===== config.mk =====
export PLATFORM = sky130hd
export DESIGN_NAME = gate_scheduler
export DESIGN_NICKNAME = d
export VERILOG_FILES = /design/src/rtl/parking_pkg.sv /design/src/rtl/gate_timer.sv /design/src/rtl/gate_scheduler.sv
export SDC_FILE = /design/constraint.sdc
export NUM_CORES = 1
export LEC_CHECK = 0
export CORE_ASPECT_RATIO = 0.5
export CORE_MARGIN = 5
export CORE_UTILIZATION = 25
export CTS_BUF_LIST = sky130_fd_sc_hd__clkbuf_8
export DETAILED_ROUTE_END_ITERATION = 8
export SYNTH_ARGS = -nofsm -noshare
export SYNTH_HDL_FRONTEND = slang
export SYNTH_SLANG_ARGS = --single-unit
export TNS_END_PERCENT = 30

===== constraint.sdc =====
create_clock -name clk -period 3 [get_ports clk]
set_clock_uncertainty 0.15 [all_clocks]
set_input_delay 0.45 -clock clk [delete_from_list [all_inputs] [get_ports clk]]
set_output_delay 0.45 -clock clk [all_outputs]
set_load 0.05 [all_outputs]

===== src/rtl/parking_pkg.sv =====
// rtl/parking_pkg.sv - shared state and lane encodings for the parking barrier lane
package parking_pkg;

  typedef enum logic [2:0] {
    IDLE       = 3'd0,
    ENTRY_OPEN = 3'd1,
    EXIT_OPEN  = 3'd2,
    CLOSING    = 3'd3
  } state_t;

  typedef enum logic {
    LANE_ENTRY = 1'b0,
    LANE_EXIT  = 1'b1
  } lane_t;

endpackage


===== src/rtl/gate_timer.sv =====
// rtl/gate_timer.sv - phase timer with synchronous clear and terminal-count compare
module gate_timer #(
  parameter int TMR_W = 16
) (
  input  logic             clk,
  input  logic             reset_n,
  input  logic             clear,
  input  logic             enable,
  input  logic [TMR_W-1:0] terminal,
  output logic [TMR_W-1:0] count,
  output logic             hit
);

  always_ff @(posedge clk) begin
    if (!reset_n) begin
      count <= '0;
    end else if (clear) begin
      count <= '0;
    end else if (enable) begin
      count <= count + TMR_W'(1);
    end
  end

  assign hit = (count == terminal);

endmodule


===== src/rtl/gate_scheduler.sv =====
// rtl/gate_scheduler.sv - round-robin sequencer for the shared entry/exit barrier lane
module gate_scheduler
  import parking_pkg::*;
#(
  parameter int TIMEOUT_CYCLES = 1000,
  parameter int CLOSE_CYCLES   = 16,
  parameter int TMR_W          = 16
) (
  input  logic       clk,
  input  logic       reset_n,
  input  logic       entry_req,
  input  logic       exit_req,
  input  logic       entry_clear,
  input  logic       exit_clear,
  input  logic       parking_full,
  output logic       entry_gate_open,
  output logic       exit_gate_open,
  output logic       entry_passed,
  output logic       exit_passed,
  output logic       entry_denied,
  output logic       timeout_pulse,
  output logic [2:0] state
);

  localparam logic [TMR_W-1:0] TIMEOUT_TC = TMR_W'(TIMEOUT_CYCLES - 1);
  localparam logic [TMR_W-1:0] CLOSE_TC   = TMR_W'(CLOSE_CYCLES - 1);

  state_t cur_state, nxt_state;
  lane_t  last_grant, nxt_grant;

  logic             entry_ok, exit_ok;
  logic             tmr_hit;
  logic [TMR_W-1:0] tmr_count, tmr_terminal;
  logic             entry_passed_d, exit_passed_d, timeout_d, denied_d;

  assign entry_ok     = entry_req && !parking_full;
  assign exit_ok      = exit_req;
  assign tmr_terminal = (cur_state == CLOSING) ? CLOSE_TC : TIMEOUT_TC;

  gate_timer #(.TMR_W(TMR_W)) u_timer (
    .clk      (clk),
    .reset_n  (reset_n),
    .clear    (nxt_state != cur_state),
    .enable   (cur_state != IDLE),
    .terminal (tmr_terminal),
    .count    (tmr_count),
    .hit      (tmr_hit)
  );

  always_comb begin
    nxt_state      = IDLE;
    nxt_grant      = last_grant;
    entry_passed_d = 1'b0;
    exit_passed_d  = 1'b0;
    timeout_d      = 1'b0;
    denied_d       = 1'b0;
    case (cur_state)
      IDLE: begin
        // Entry wins when alone or when exit held the lane last time.
        if (entry_ok && (!exit_ok || last_grant == LANE_EXIT)) begin
          nxt_state = ENTRY_OPEN;
          nxt_grant = LANE_ENTRY;
        end else if (exit_ok) begin
          nxt_state = EXIT_OPEN;
          nxt_grant = LANE_EXIT;
        end else begin
          nxt_state = IDLE;
          denied_d  = entry_req && parking_full;
        end
      end
      ENTRY_OPEN: begin
        if (entry_clear) begin
          nxt_state      = CLOSING;
          entry_passed_d = 1'b1;
        end else if (tmr_hit) begin
          nxt_state = CLOSING;
          timeout_d = 1'b1;
        end else begin
          nxt_state = ENTRY_OPEN;
        end
      end
      EXIT_OPEN: begin
        if (exit_clear) begin
          nxt_state     = CLOSING;
          exit_passed_d = 1'b1;
        end else if (tmr_hit) begin
          nxt_state = CLOSING;
          timeout_d = 1'b1;
        end else begin
          nxt_state = EXIT_OPEN;
        end
      end
      CLOSING: nxt_state = tmr_hit ? IDLE : CLOSING;
      default: nxt_state = IDLE;
    endcase
  end

  always_ff @(posedge clk) begin
    if (!reset_n) begin
      cur_state       <= IDLE;
      last_grant      <= LANE_EXIT;
      entry_gate_open <= 1'b0;
      exit_gate_open  <= 1'b0;
      entry_passed    <= 1'b0;
      exit_passed     <= 1'b0;
      entry_denied    <= 1'b0;
      timeout_pulse   <= 1'b0;
    end else begin
      cur_state       <= nxt_state;
      last_grant      <= nxt_grant;
      entry_gate_open <= (nxt_state == ENTRY_OPEN);
      exit_gate_open  <= (nxt_state == EXIT_OPEN);
      entry_passed    <= entry_passed_d;
      exit_passed     <= exit_passed_d;
      entry_denied    <= denied_d;
      timeout_pulse   <= timeout_d;
    end
  end

  assign state = cur_state;

endmodule


# --- After elaboration in Yosys (flattened, before gate mapping) ---
# Index checks and enable logic that the tools add are counted.
totals:
  reg_bits: 26
  latchBits: 0
  mem_bits_rw: 0
  rom_bits: 0
  in_bits: 7
  output_inout_bits: 9
  word_cells: 50
  n_memories: 0
classes:
  add_sub_neg: 1
  mul: 0
  n_div: 0
  order_cmp: 0
  n_eq_ne: 7
  shift: 0
  n_mux: 17
  bitwise_logic: 2
  n_reduce_logical: 14
op_table:
  columns: ["cell", "n"]
  rows:
  - ["adder 16 x 1 -> 16 bit (second input constant)", 1]
  - ["== test 16 x 10 -> 1 bit", 1]
  - ["case mux 3 bit (4 select lines)", 1]
  - ["two-way mux 10 bit", 1]
  - ["two-way mux 2 bit", 5]
  - ["== test 3 x 2 -> 1 bit (second input constant)", 3]
  - ["two-way mux 1 bit", 9]
  - ["== test 3 x 1 -> 1 bit (second input constant)", 2]
  - ["AND reduction 2 bit", 3]
  - ["OR reduction 4 bit", 1]
  - ["logical AND 1 bit", 3]
  - ["logical NOT 3 bit", 1]
  - ["!= test 3 bit", 1]
  - ["nonzero test 3 bit", 1]
  - ["logical NOT 1 bit", 2]
  - ["inverter 1 bit", 2]
  - ["case mux 1 bit (2 select lines)", 1]
  - ["nonzero test 2 bit", 1]
  - ["OR reduction 2 bit", 1]
  - ["logical OR 1 bit", 1]

# --- Longest topological paths before layout ---
# Gate-level depths: netlist (run 1).
logic_depth:
  ltp_word: 8
  depth_mapped: 10
  depth_no_buf: 8

# --- Cells and area by module ---
# A second synthesis (run 1) with hierarchy kept.
hier_totals:
  cells_unflattened: 146
  area_unflattened_um2: 1347.5
by_module_without_submodules:
  columns: ["module", "instances", "cells_per_inst", "area_per_inst_um2", "seq_area_each_um2"]
  rows:
  - ["gate_timer", 1, 99, 902.1, 320.3]
  - ["gate_scheduler", 1, 47, 445.4, 180.2]

# --- Least setup slack after synthesis (run 1) ---
# Ideal clock, no wire load.
synth_path:
  kind: "flip-flop to flip-flop"
  from: "register cur_state[1] (netlist: state[1])"
  to: "register u_timer.count[10]"
  setup_ns: 0.078
  t_arrival_ns: 2.473
  required_ns: 2.772
  path_slack_ns: 0.299
  path_stages_with_launch: 11
  n_path_buf: 2
  path_cell_list: "dfxtp_1 -> inv_1 -> ha_1 -> clkbuf_1 -> nand2_1 -> o31ai_1 -> or3_1 -> nor3_1 -> a211oi_4 -> buf_6 -> nor3_1"
synth_via:
  elab_chain_len: 8
synth_lines:
  columns: ["element", "line", "rtl"]
  rows:
  - ["start: declaration", "gate_scheduler.sv:28", "state_t cur_state, nxt_state;"]
  - ["start signal: assignment", "gate_scheduler.sv:109", "cur_state <= nxt_state;"]
  - ["== test 3 x 2 -> 1 bit", "gate_scheduler.sv:38, gate_scheduler.sv:57", null]
  - ["two-way mux 10 bit", "gate_scheduler.sv:38", "assign tmr_terminal = (cur_state == CLOSING) ? CLOSE_TC : TIMEOUT_TC;"]
  - ["== test 16 x 10 -> 1 bit", "gate_timer.sv:24", "assign hit = (count == terminal);"]
  - ["two-way mux 1 bit / two-way mux 2 bit (equally long branches)", "gate_scheduler.sv:86, gate_scheduler.sv:75", null]
  - ["two-way mux 1 bit / two-way mux 2 bit (equally long branches)", "gate_scheduler.sv:83, gate_scheduler.sv:72", null]
  - ["case mux 3 bit (4 select lines)", "gate_scheduler.sv:57", "case (cur_state)"]
  - ["!= test 3 bit", "gate_scheduler.sv:43", ".clear (nxt_state != cur_state),"]
  - ["OR reduction 2 bit (no line)", null, null]
  - ["end signal: assignment", "gate_timer.sv:20", "count <= count + TMR_W'(1);"]
  - ["end: declaration", "gate_timer.sv:10", "output logic [TMR_W-1:0] count,"]
# Parallel ways exist; a longest one is shown, timed or not.
# A chain may end at the register's enable or synchronous reset.

# --- Final worst setup path (run 1) ---
layout_path:
  from: "register cur_state[0] (netlist: state[0])"
  to: "register u_timer.count[12]"
# The elaborated chain is that of the path after synthesis.

==> results of run 1 <==
## cells in the mapped netlist
| master | number |
|---|---|
| xnor2_1 | 10 |
| and4b_1 | 1 |
| o21a_2 | 1 |
| dfxtp_1 | 25 |
| ha_1 | 5 |
| mux2i_1 | 1 |
| conb_1 | 1 |
| mux2i_2 | 1 |
| clkbuf_1 | 3 |
| and4_1 | 1 |
| buf_6 | 2 |
| buf_4 | 1 |
| xnor2_4 | 1 |
| inv_1 | 6 |
| nand3_1 | 8 |
| nand2b_1 | 2 |
| nand4_1 | 1 |
| o22ai_1 | 1 |
| nor3b_1 | 2 |
| nor2b_1 | 3 |
| o311ai_1 | 1 |
| or2_2 | 1 |
| nand3b_1 | 1 |
| o31ai_1 | 1 |
| or3_1 | 1 |
| nor2_1 | 6 |
| and3b_1 | 1 |
| and3_1 | 5 |
| nor4b_2 | 1 |
| o21ai_0 | 3 |
| nand2_1 | 20 |
| nor3_1 | 17 |
| nand4b_1 | 1 |
| o2111ai_1 | 1 |
| xor2_1 | 5 |
| nor4_1 | 1 |
| or4_1 | 1 |
| a211oi_4 | 1 |
| nor4b_1 | 5 |
| a21oi_1 | 3 |
| and2_1 | 2 |
## metrics by stage
stage / hold slack, ns / cell area [µm²]
after detailed placement: 0.405 / 1550
after global placement: 0.397 / 1550
final: 0.414 / 1590
after CTS: 0.421 / 1590
after global routing: 0.437 / 1590
after floorplan: 0.360 / 1350
## power groups by stage
stage / logic, W / clock network (W) / registers, W
after floorplan: 0.000234 / 0 / 0.000422
after global placement: 0.000345 / 0 / 0.000377
after detailed placement: 0.000351 / 0 / 0.000376
after CTS: 0.000353 / 0.000201 / 0.000369
after global routing: 0.000381 / 0.000216 / 0.000372
final: 0.000348 / 0.000192 / 0.000369
## cells in the final DEF (no fill, tap or decap), drive strengths merged, types with 2 or more instances in the layout
cell	synthesis	layout
a21oi	3	3
and2	2	2
and3	5	5
clkbuf	3	3
clkdlybuf4s50	0	14
dfxtp	25	25
ha	5	5
inv	6	7
mux2i	2	2
nand2	20	20
nand2b	2	2
nand3	8	8
nor2	6	6
nor2b	3	3
nor3	17	17
nor3b	2	2
nor4b	6	6
o21ai	3	3
xnor2	11	11
xor2	5	5
## state kept, by name, summed over array words and instances, names as in the netlist
signal and flops:
entry_denied 1, entry_gate_open 1, entry_passed 1, exit_gate_open 1
exit_passed 1, last_grant 1, state 2, timeout_pulse 1
u_timer.count 16
## routing by layer
metal / global-route usage / share of wire / up-vias
li1: - / - / 560
met1: 0.113 / 0.50 / 495
met2: 0.147 / 0.45 / 29
met3: 0.0261 / 0.042 / 2
met4: 0.0305 / 0.0051 / 0
met5: 0 / 0 / -
## logic make-up (layout without fill, tap and decap cells)
kind of cell	Yosys count	after routing	share of synthesized area
flops	25	25	0.370
mux	2	2	0.0176
buf+inv	12	25	0.0472
fa+ha+maj	5	5	0.0463
compound gates	12	12	0.0667
xor+xnor	16	16	0.118
other cells	1	1	0.00278
simple gates	81	81	0.331
## layout make-up
class	count	share of cell area
Clock inverter	1	0.00236
Sequential cell	25	0.315
Inverter	6	0.0142
Timing Repair Buffer	15	0.0928
Tap cell	70	0.0551
Multi-Input combinational cell	117	0.495
Clock buffer	3	0.0260
## final timing paths
check,from,endpoint,slack [ns]
max reg2reg,state[0]$_SDFF_PN0_,u_timer.count[12]$_SDFFE_PP0N_,0.35
min,last_grant$_SDFFE_PN1P_,last_grant$_SDFFE_PN1P_,0.41
max,state[0]$_SDFF_PN0_,u_timer.count[12]$_SDFFE_PP0N_,0.35
min reg2reg,last_grant$_SDFFE_PN1P_,last_grant$_SDFFE_PN1P_,0.41
## worst max-delay path, cell delays in order, from the launching register on
cell      delay [ns]
dfxtp_1         0.49
inv_1           0.13
ha_1            0.32
nand2_1         0.15
o31ai_1         0.11
or3_1           0.31
nor3_1          0.32
a211oi_4        0.07
buf_4           0.22
nor4b_1         0.29
==> metrics.md, run 1 <==
| Metric | Value |
|---|---|
| Status | `completed` |
| Vias per Instance | `around 4.6` |
| Die boundary width | `between 100 and 150 µm` |
| HP Class | `register to register` |
| Peak VDD IR | `0.221 mV` |
| Psw | `around 0.00034 W` |
| Hold path cells | `2` |
| Cell Area, Synth | `between 1000 and 1500 µm²` |
| Global-route usage over all layers | `0.0886` |
| Clock sinks | `25` |
| Final setup vio count | `0` |
| I/O pin count | `16` |
| Die area | `7060 µm²` |
| Global-route wire length before repair | `a little under 5000 µm` |
| Routed WL | `between 2000 and 3000 µm` |
| FMAX | `0.377 GHz` |
| Least-Margin Pin Slew | `about 0.80 ns` |
| Cells after synthesis | `about 150` |
| PnR Total Power | `0.000909 W` |
| CP Launch Type | `register` |
| Vias in the first global route | `~1,100` |
| GR Overflow Total | `0` |
| Final cell count without fillers | `around 240` |
| Core area | `roughly 5100 µm²` |
| Clk slew on worst S/H paths | `around 0.080 ns` |
| Layout cells sized above 1 | `0.0599` |
| Netlist cell types | `41` |
| Yosys warns | `0` |
| Final core utilization | `0.314` |
| Final ANT Viol Nets | `0` |
| Fin worst setup slack | `between 0.3 and 0.4 ns` |
| Data arrival time of the worst path | `between 2 and 3 ns` |
| Gpl congestion | `roughly 0.80` |
| Antenna violations before repair | `0` |
| R2R depth | `9` |
| Area grow syn2layout | `17.7%` |
| Post-CTS Resized | `0` |
| Die Span Y | `around 62 µm` |
| WL/cell | `11.7 µm` |
| 1st-iter DRT viols | `between 70 and 80` |
| Yosys top cell by area | `dfxtp_1` |
| Via count | `about 1,100` |
| Cts hold-fix bufs | `0` |
| Largest net degree at the start of global routing | `25` |
| Pint | `0.000565 W` |
| Area of the multi-input gates | `787 µm²` |
| Required time worst endpoint | `~3.0 ns` |
| Combinational power share | `0.383` |
| Clk buf depth | `2` |
| Placed insts | `approximately 230` |
| Final worst-path cycle share | `0.885` |
| Row count | `18` |
| Share of the synthesized area in the top cell type | `0.370` |
| Fin. Hold Viols | `0` |
| Register area | `roughly 500 µm²` |
| CP max FO | `16` |
| Initial cell density of the core | `0.267` |
| Root Buffer | `clkbuf_8` |
| Post-synthesis sequential area ratio | `0.370` |
| Slew HR | `0.462` |
| Post-synthesis average cell area | `about 8.8 µm²` |
| Crit path capture type | `register` |
| # DRC | `0` |
| Total Nets Final | `180` |
| Seq pwr share | `0.406` |
| Filler cells | `535` |
| Max Cap Viol | `0` |
| Clock share of power | `0.211` |
| CTS tree | `built` |
| Syn Nets | `166` |
| Initial DRT Pass Iterations | `4` |
| DP HPWL | `between 1500 and 2000 µm` |
| Unrepaired setup endpoints after global routing | `false` |
| Worst skew pair latency | `0.26 ns` |
| Htree depth | `1` |
| Post CTS Setup Buffer Count | `0` |
| Sw Share | `0.378` |
| I/O Buffers | `14` |
| Ant diodes | `0` |
| Yosys reg bits | `25` |
| DP Worst Slack | `around 0.32 ns` |
| Pwr/cell area | `572 nW/µm²` |
| Setup TNS | `0 ns` |
| Largest cells by area after synthesis | `dfxtp_1 (37%), xnor2_1 (6.5%), nor3_1 (6.3%)` |
| Leak | `between 0.5 and 0.6 nW` |
| Crit Path Class | `register to register` |
| Slew Limit Fails | `0` |
| Total CTS buffers | `3` |
| Minimum clock period | `2.65 ns` |
Note: power is estimated with default switching activity, not from simulation.
==> run 2, diff against run 1 <==
==> constraint.sdc (replaced) <==
create_clock -name clk -period 3 [get_ports clk]
set_clock_uncertainty 0.15 [all_clocks]
set_input_delay 0.45 -clock clk [delete_from_list [all_inputs] [get_ports clk]]
set_output_delay 0.45 -clock clk [all_outputs]
set_load 0.1 [all_outputs]
==> metrics.md, run 2 (synthesized netlist as in run 1, its figures left out) <==
| Metric | Value |
|---|---|
| Critical Path, Cell by Cell | `or4_1, nor4b_2, o21a_2, mux2i_2, xnor2_4, nor4b_1` |
| Fin worst setup slack | `0.414 ns (+0.0683 ns)` |
| I/O Buffers | `14 (unchanged)` |
| GR Overflow Total | `0 (unchanged)` |
| Total CTS buffers | `3 (unchanged)` |
| DP HPWL | `1900 µm (-4.1%)` |
| Vias in the first global route | `1,008 (-5.3%)` |
| Worst skew pair latency | `0.27 ns (about the same)` |
| Worst Hold Launch | `last_grant$_SDFFE_PN1P_` |
| Status | `completed` |
| Seq pwr share | `0.386 (-0.020)` |
| Post CTS Setup Buffer Count | `0 (unchanged)` |
| Clk buf depth | `2 (unchanged)` |
| Root Buffer | `clkbuf_8` |
| Cts hold-fix bufs | `0 (unchanged)` |
| CP startpoint | `u_timer.count[5]$_SDFFE_PP0N_` |
| Leak | `0.579 nW (+2.7%)` |
| Slowest cell delay on critical path | `0.55 ns (+0.06 ns)` |
| Initial DRT Pass Iterations | `4 (unchanged)` |
| Ant diodes | `0 (unchanged)` |
| Combinational power share | `0.410 (+0.027)` |
| Pint | `0.000561 W (-0.63%)` |
| Minimum clock period | `2.59 ns (-0.0683 ns)` |
| CP max FO | `16 (unchanged)` |
| Antenna violations before repair | `0 (unchanged)` |
| Clock share of power | `0.204 (-0.007)` |
| Psw | `0.000399 W (+16%)` |
| Commonest non-fill, non-tap cell in the layout | `dfxtp_1` |
| Final core utilization | `0.310 (-0.00346)` |
| Fin. Hold Viols | `0 (unchanged)` |
| WL/cell | `11.3 µm (-2.8%)` |
| Global-route usage over all layers | `0.0859 (-0.00275)` |
| CTS tree | `built` |
| Crit Path Class | `register to register` |
| Die Span Y | `62.0 µm (unchanged)` |
| Htree depth | `1 (unchanged)` |
| Pwr/cell area | `611 nW/µm² (+6.9%)` |
| Cell family with most CP delay | `simple AND/OR/NAND/NOR gates` |
| HP Class | `register to register` |
| Buf/Inv on CP | `0 (-2)` |
| Final worst-path cycle share | `0.862 (-0.0228)` |
| Global-route wire length before repair | `4770 µm (-3.5%)` |
| Setup TNS | `0 ns (unchanged)` |
| Top reg by flops | `u_timer.count` |
| Area grow syn2layout | `16.4%` |
| I/O pin count | `16 (unchanged)` |
| Unrepaired setup endpoints after global routing | `false` |
| Vias per Instance | `4.59 (+0.18%)` |
| Routed WL | `2690 µm (-2.8%)` |
| 1st-iter DRT viols | `47 (-35%)` |
| Most frequent cells in the layout | `dfxtp_1 (23), nand2_1 (20), nor3_1 (17)` |
| Max Cap Viol | `0 (unchanged)` |
| Total Nets Final | `180 (unchanged)` |
| Filler cells | `514 (-3.9%)` |
| DP Worst Slack | `0.353 ns (+0.0336 ns)` |
| Die boundary width | `114 µm (unchanged)` |
| Crit path capture type | `register` |
| Crit Reg-Reg Startpoint | `u_timer.count[5]$_SDFFE_PP0N_` |
| Sw Share | `0.416 (+0.0373)` |
| Gpl congestion | `0.799 (+0.25%)` |
| Core area | `5070 µm² (unchanged)` |
| Data arrival time of the worst path | `2.61 ns (-0.07 ns)` |
| Layout cells sized above 1 | `0.120 (+0.0599)` |
| Max reg flops | `16 (unchanged)` |
| Least-Margin Pin Slew | `0.789 ns (-0.0145 ns)` |
| Post-CTS Resized | `0 (unchanged)` |
| CP Launch Type | `register` |
| Final ANT Viol Nets | `0 (unchanged)` |
| FMAX | `0.387 GHz (+2.6%)` |
| Slew HR | `0.472 (+0.00972)` |
| Final setup vio count | `0 (unchanged)` |
| Largest net degree at the start of global routing | `25 (unchanged)` |
| Via count | `1,088 (+0.18%)` |
| Row count | `18 (unchanged)` |
| Die area | `7060 µm² (unchanged)` |
| Peak VDD IR | `0.237 mV (+7.4%)` |
| Clock sinks | `25 (unchanged)` |
| Slowest stage cell, crit path | `or4_1` |
| # DRC | `0 (unchanged)` |
| Slew Limit Fails | `0 (unchanged)` |
| Clk slew on worst S/H paths | `0.08 ns (about the same)` |
| Initial cell density of the core | `0.267 (unchanged)` |
| Required time worst endpoint | `3.03 ns (about the same)` |
[run 2: tightest hold or removal path: cells and delay by family, from the launching register on]
kind | cells | cell delay, ns
DFF | 1 | 0.33
AOI/OAI and AO/OA | 2 | 0.18
[run 2: final timing paths]
check                                                     end  slack [ns]  cells past startpoint
worst max-delay path            u_timer.count[1]$_SDFFE_PP0N_        0.41                      6
worst max register to register  u_timer.count[1]$_SDFFE_PP0N_        0.41                      6
worst min-delay path                  last_grant$_SDFFE_PN1P_        0.41                      2
worst min register to register        last_grant$_SDFFE_PN1P_        0.41                      2
[run 2: power groups by stage]
stage	logic, W	clock network, W	registers [W]
2_1_floorplan	0.000237	0	0.000475
3_3_place_gp	0.000393	0	0.000379
3_5_place_dp	0.000395	0	0.000378
4_1_cts	0.000397	0.000206	0.000371
5_1_grt	0.000421	0.000222	0.000374
6_report	0.000394	0.000196	0.000371
[run 2: final cells by class]
class | count | area (µm²) | area share
inverters | 6 | 22.5 | 0.0143
multi-input cells | 117 | 787 | 0.500
well taps | 70 | 87.6 | 0.0557
repair buffers | 15 | 128 | 0.0811
clock inverters | 1 | 3.75 | 0.00239
flip-flops and latches | 25 | 503 | 0.320
clock buffers | 3 | 41.3 | 0.0263
[run 2: layer usage]
metal,share of wire,track usage,vias to the layer above
li1,-,-,560
met1,0.51,0.108,507
met2,0.44,0.136,17
met3,0.036,0.0290,4
met4,0.020,0.0406,0
met5,0,0,-
[run 2: per-stage QoR]
stage	total power [W]	cell area, µm²	std cells	hold slack (ns)
after floorplan	0.000712	1350	154	0.360
after global placement	0.000772	1530	233	0.395
after detailed placement	0.000773	1530	233	0.389
after CTS	0.000975	1570	237	0.407
after global routing	0.00102	1570	237	0.434
final	0.000961	1570	237	0.405
==> run 3, diff against run 2 <==
Settings changed: CTS_CLUSTER_DIAMETER from default to 40.
==> results of run 3 <==
The final DEF is identical to that of run 2; final timing and power are the same.
